[src/rtl/i2s_rx_frame_ctrl.sv]
// I2S master-receive sequencer: derives SCK/WS from clk_i, shifts in
// DATA_BITS-wide samples from SD for each slot, and presents them on a
// valid/ready interface with a sticky overflow flag for dropped samples.
module i2s_rx_frame_ctrl #(
    parameter int SCK_DIV       = 8,
    parameter int BITS_PER_SLOT = 32,
    parameter int DATA_BITS     = 24
) (
    input  logic                 clk_i,
    input  logic                 rst_i,
    input  logic                 en_i,
    input  logic                 sd_i,
    input  logic                 clr_ovf_i,
    input  logic                 ready_i,
    output logic                 sck_o,
    output logic                 ws_o,
    output logic [DATA_BITS-1:0] sample_o,
    output logic                 left_o,
    output logic                 valid_o,
    output logic                 overflow_o,
    output logic                 busy_o
);

    localparam int DW = (SCK_DIV > 1) ? $clog2(SCK_DIV) : 1;
    localparam int BW = (BITS_PER_SLOT > 1) ? $clog2(BITS_PER_SLOT) : 1;
    localparam logic [DW-1:0] DIV_LAST = DW'(SCK_DIV - 1);
    localparam logic [BW-1:0] BIT_LAST = BW'(BITS_PER_SLOT - 1);
    localparam logic [BW-1:0] BIT_DATA = BW'(DATA_BITS);

    typedef enum logic [1:0] {IDLE, RUN, STOP} state_t;

    state_t                 state;
    logic [DW-1:0]          div_cnt;
    logic [BW-1:0]          bit_cnt;
    logic [DATA_BITS-1:0]   shreg;
    logic [DATA_BITS-1:0]   shifted;
    logic                   running, tc, rise_evt, fall_evt;
    logic                   slot_end, frame_end, capture, complete, drop;

    assign running   = (state != IDLE);
    assign tc        = running && (div_cnt == DIV_LAST);
    assign rise_evt  = tc && !sck_o;
    assign fall_evt  = tc && sck_o;
    assign slot_end  = fall_evt && (bit_cnt == BIT_LAST);
    // End of the right slot: the falling edge where WS would return to 0
    assign frame_end = slot_end && ws_o;
    // Bit 0 of each slot is the I2S delay bit; bits past DATA_BITS are padding
    assign capture   = rise_evt && (bit_cnt != '0) && (bit_cnt <= BIT_DATA);
    assign complete  = rise_evt && (bit_cnt == BIT_DATA);
    assign shifted   = {shreg[DATA_BITS-2:0], sd_i};
    assign drop      = complete && valid_o && !ready_i;

    // Run/stop sequencing, SCK divider, bit counter, WS and the capture shifter
    always_ff @(posedge clk_i) begin
        if (rst_i) begin
            state   <= IDLE;
            div_cnt <= '0;
            bit_cnt <= '0;
            sck_o   <= 1'b0;
            ws_o    <= 1'b0;
            busy_o  <= 1'b0;
            shreg   <= '0;
        end else begin
            case (state)
                IDLE: begin
                    div_cnt <= '0;
                    bit_cnt <= '0;
                    sck_o   <= 1'b0;
                    ws_o    <= 1'b0;
                    if (en_i) begin
                        state  <= RUN;
                        busy_o <= 1'b1;
                    end
                end
                RUN, STOP: begin
                    if (state == STOP && frame_end) begin
                        state   <= IDLE;
                        busy_o  <= 1'b0;
                        div_cnt <= '0;
                        bit_cnt <= '0;
                        sck_o   <= 1'b0;
                        ws_o    <= 1'b0;
                    end else begin
                        // Dropping en_i lets the current frame finish
                        if (state == RUN && !en_i)
                            state <= STOP;
                        if (tc) begin
                            div_cnt <= '0;
                            sck_o   <= ~sck_o;
                        end else begin
                            div_cnt <= div_cnt + DW'(1);
                        end
                        if (fall_evt) begin
                            bit_cnt <= slot_end ? '0 : bit_cnt + BW'(1);
                            if (slot_end)
                                ws_o <= ~ws_o;
                        end
                        if (capture)
                            shreg <= shifted;
                    end
                end
                default: state <= IDLE;
            endcase
        end
    end

    // Output holding register: load when empty or draining, else drop and flag
    always_ff @(posedge clk_i) begin
        if (rst_i) begin
            sample_o   <= '0;
            left_o     <= 1'b0;
            valid_o    <= 1'b0;
            overflow_o <= 1'b0;
        end else begin
            if (complete && (!valid_o || ready_i)) begin
                sample_o <= shifted;
                left_o   <= ~ws_o;
                valid_o  <= 1'b1;
            end else if (valid_o && ready_i) begin
                valid_o <= 1'b0;
            end
            // A drop in the same cycle as a clear leaves the flag set
            if (drop)
                overflow_o <= 1'b1;
            else if (clr_ovf_i)
                overflow_o <= 1'b0;
        end
    end

endmodule

[config.mk]
export PLATFORM = sky130hd
export DESIGN_NAME = i2s_rx_frame_ctrl
export DESIGN_NICKNAME = d
export VERILOG_FILES = /design/src/rtl/i2s_rx_frame_ctrl.sv
export SDC_FILE = /design/constraint.sdc
export NUM_CORES = 1
export LEC_CHECK = 0
export BUFFER_PORTS_ARGS = -buffer_cell sky130_fd_sc_hd__buf_4
export CORE_MARGIN = 8
export CORE_UTILIZATION = 55
export DETAILED_ROUTE_END_ITERATION = 8
export PLACE_DENSITY = 0.76
export SLEW_MARGIN = 10
export SYNTH_ARGS = -nofsm -noshare
export SYNTH_HDL_FRONTEND = slang
export SYNTH_SLANG_ARGS = --single-unit
[constraint.sdc]
create_clock -name clk_i -period 2.5 [get_ports clk_i]
set_input_delay 0.25 -clock clk_i [delete_from_list [all_inputs] [get_ports clk_i]]
set_output_delay 0.25 -clock clk_i [all_outputs]
set_load 0.02 [all_outputs]
; After elaboration in Yosys (flattened, before gate mapping)
; Index checks and enable logic that the tools add are counted.
[totals]
reg_bits = 63
inputBits = 6
elab_cells = 85
[classes]
addsub = 2
order_cmp = 1
n_eq_ne = 11
n_mux = 25
n_bitwise = 3
reduce_logical = 32
[op_table]
columns = operator, count
row1 = $mux W5, 3
row2 = $logic_and A1 B1 Y1, 14
row3 = $ne A3 B3 Y1 const B, 4
row4 = $mux W1, 11
row5 = $eq A5 B5 Y1 const B, 2
row6 = $pmux W5 S2, 1
row7 = $reduce_and A3 Y1, 3
row8 = $reduce_bool A2 Y1, 4
row9 = $mux W2, 3
row10 = $mux W3, 2
row11 = $pmux W1 S2, 3
row12 = $pmux W3 S2, 1
row13 = $reduce_and A2 Y1, 3
row14 = $add A5 B1 Y5 const B, 1
row15 = $le A5 B5 Y1 const B, 1
row16 = $reduce_bool A5 Y1, 1
row17 = $logic_not A1 Y1, 4
row18 = $ne A2 B2 Y1 const B, 2
row19 = $pmux W2 S2, 1
row20 = $add A3 B1 Y3 const B, 1
row21 = $eq A3 B3 Y1 const B, 1
row22 = $not A1 Y1, 3
row23 = $eq A2 B1 Y1 const B, 1
row24 = $eq A2 B2 Y1 const B, 1
row25 = other kinds (3), 3

; Depth between registers and ports, before layout
[logic_depth]
depth_word = 8
mapped_depth = 8
mapped_depth_nobuf = 6

; Worst setup path after synthesis
; OpenSTA, ideal clock, no wires.
[synth_timing]
path_type = flip-flop to flip-flop
start = register bit_cnt[0]
end = register busy_o
setup_ns = 0.121
t_arrival_ns = 1.851
required_time_ns = 2.379
path_slack_ns = 0.528
stages_incl_launch_ff = 7
path_buffers = 0
synth_period_minus_slack_ns = 1.972
path_cell_list = dfxtp_1 ha_1 and3_2 ha_1 nand4b_4 a2111oi_0 mux2_2
[synth_via]
elab_chain_len = 6
[synth_lines]
columns = item, line_no
row1 = from (decl), 34  ; logic [BW-1:0] bit_cnt;
row2 = from (signal assigned), 94  ; bit_cnt <= slot_end ? '0 : bit_cnt + BW'(1);
row3 = $eq A5 B5 Y1, 44  ; assign slot_end = fall_evt && (bit_cnt == BIT_LAST);
row4 = $logic_and A1 B1 Y1, 44
row5 = $logic_and A1 B1 Y1, 46  ; assign frame_end = slot_end && ws_o;
row6 = $logic_and A1 B1 Y1, 76  ; if (state == STOP && frame_end) begin
row7 = $ne A2 B2 Y1 (no source line), --
row8 = $reduce_and A3 Y1 (no source line), --
row9 = to (signal assigned), 61  ; busy_o <= 1'b0;
row10 = to (signal assigned), 72  ; busy_o <= 1'b1;
row11 = to (signal assigned), 78  ; busy_o <= 1'b0;
row12 = to (decl), 21  ; output logic busy_o
; No other way between the ends.
; A chain may end at the register's enable or synchronous reset.

; Final worst setup path
; Same ends and word-level chain as after synthesis.

==> flow_summary.toml <==
[route]
ant_nets = 0
remaining_drc_errors = 0
vias = 1956
drt_wl_total_um = 5029
first_iter_violations = 94
firstDrtPassIters = 4
via_per_inst = 5.188
wl_per_cell_um = 13.34

[place]
finalWeightedCongestion = 0.8170
dpl.hpwl_um = 3351
portBuffers = 35
place_ws_ns = 0.4062

[clock_network]
clock_latency_ns = 0.34
tritoncts_clock_tree = "yes"
ctsHoldBuffers = 0
h-tree-depth = 3
path_clk_slew_ns = 0.07
cts_inserted_buffers = 9
post-cts-setup-buffer-count = 0
post_cts.resized_instances = 0
max-clock-path-buffers = 2
clock_sinks = 63
clock-root-buffer = "clkbuf_8"

[critical_path]
cp.arrival_ns = 2.32
worst_r2r_setup_slack_ns = 0.40
criticalPathCategory = "reg -> reg"
worst-endpoint-required_ns = 2.72
worstSetupEndpointType = "register"
largest_incremental_delay_on_the_critical_path_ns = 0.48
start_kind = "register"
crit_chain = "ha_1 -> and3_2 -> ha_1 -> nand4b_4 -> a2111oi_0 -> mux2_2"
slowest_stage = "a2111oi_0"
crit_path_frequent_cell = "ha_1"
cp_max_fo = 6
timing.reg2reg.worst_path_depth = 6

[min_path]
hold_path.class = "in -> reg"
worstHoldPathCells = 3

[logic_synthesis]
syn_area_per_cell_um2 = 10.51
netlist_instances = 270
synth-warning-count = 0
synth_area_um2 = 2839
postSynthNetCount = 285
synth-async-reset-ratio_pct = 0
synth_most_common_cell = "dfxtp_1"
post_synth_main_area_contributors = "dfxtp_1, mux2i_1, nand2b_1"
top_cell_types_by_occurrence_after_synthesis = "dfxtp_1, nand2b_1, mux2i_1, clkbuf_1, nand3_1"
synth_edf_count = 0
synth_seq_area_share_pct = 44.42
portion_of_synthesized_cell_area_occupied_by_the_leading_cell_type_pct = 44.42
postSynth.topFlopCell = "dfxtp_1"
synth_top_cell_by_area = "dfxtp_1"
ys_types = 42
synth_seq_cells = 63

[finish]
layout_cells_sized_above_1_pct = 19.54
number_of_fillers_in_the_final_layout = 421
multi_input_area_um2 = 1436
design.final.nets = 317
area_growth_syn_to_layout_pct = 17.28
n_antenna_cell = 0
register_area_um2 = 1261

[floorplan]
start_util_pct = 56.30
io_pins = 36
floorplan.rows = 26
die_height_um = 87.85
die-area_um2 = 7717
die_width_um = 87.85
coreArea_um2 = 5042

[pwr]
vdd_ir_drop_max_mv = 0.4107
pwr_density_cell_nw_per_um2 = 703.9
p_leak_nw = 1.290

[timing]
rsz0062_at_grt = "false"
maxSlewViolCount = 0
setup_violations = 0
clock-skew-final_ns = 0.008567
timing.hold.ws_ns = 0.1792
slew-limit-headroom_pct = 64.62
minimum_setup_slack_in_the_final_design_ns = 0.3970
layout_min_cycle_time_ns = 2.103
max_freq_mhz = 475.5
final-hold-violation-count = 0
least_margin_pin_slew_ns = 0.5307
min_period_over_period_pct = 84.12
fin_setup_tns_ns = 0

[global_routing]
grt_max_degree = 70
globalRouteOverflowTotal = 0
groute.usage.overall_pct = 14.19
vias_in_the_first_global_route = 1924
initial_antenna_violation_count = 0
grt_pass1_wl_um = 8714

[run]
number_of_violations_of_the_max_capacitance_limit = 0

[status]
result_of_the_run = "complete, no violations"
## logic make-up after synthesis
logic type                 count (synthesis)  share of synthesized area [%]
DFF                                       63                          44.42
and+or+nand+nor                          101                          23.36
muxes                                     49                          17.32
buffers and inverters                     23                          4.980
adders and majority gates                  9                          3.967
AOI/OAI and AO/OA                         25                          5.950
## worst max-delay path: cells and delay by family (launching register included)
family / cells / cell delay (ns)
DFF: 1 / 0.37
and+or+nand+nor: 2 / 0.34
muxes: 1 / 0.38
AOI/OAI and AO/OA: 1 / 0.48
adders and majority gates: 2 / 0.42
## through the flow
stage	cells	area, um^2	total power, W	utilization (%)
2_1_floorplan	270	2839	0.001302	-
3_3_place_gp	361	3105	0.001386	61.59
3_5_place_dp	361	3105	0.001384	61.59
4_1_cts	377	3329	0.002369	66.03
5_1_grt	377	3329	0.002445	66.03
6_report	377	3329	0.002344	66.03
## final cells by class
type,count,area share [%]
clock buffers,13,4.773
flip-flops and latches,63,37.88
clock inverters,3,1.954
well taps,70,2.631
repair buffers,38,8.944
multi-input cells,184,43.14
inverters,6,0.6764
## path summary, 6_finish.rpt
kind / start / end
max: bit_cnt[0]$_SDFFE_PP0P_ / busy_o$_SDFFE_PP0P_
min: clr_ovf_i / overflow_o$_SDFFE_PP0P_
max reg2reg: bit_cnt[0]$_SDFFE_PP0P_ / busy_o$_SDFFE_PP0P_
min reg2reg: sample_o[9]$_SDFFE_PP0P_ / sample_o[9]$_SDFFE_PP0P_
## metal layers
metal	wire, um	global-route usage [%]
met5	0	0
met3	230	4.128
met4	95	7.500
met1	2314	16.68
met2	2388	22.78
## where the power goes
part	switching, W	internal, W	leakage, nW
sequential	0.0000221	0.00103	0.508
combinational	0.000171	0.000139	0.668
clock	0.000367	0.000615	0.114
## flip-flops by register name, indices dropped and copies added, names as in the netlist, 2 cells and up
register / flops
sample_o: 24
state: 2
div_cnt: 3
bit_cnt: 5
shreg: 23
## layout by cell type (no fill, tap or decap), types with 6 or more instances in the layout
master     n
a21oi_1    9
buf_4     37
clkbuf_8  11
dfxtp_1   63
ha_1       9
inv_1      6
mux2i_1   48
nand2_1    7
nand2b_1  56
nand3_1   10
No activity file was read; power rests on OpenSTA's default activity.
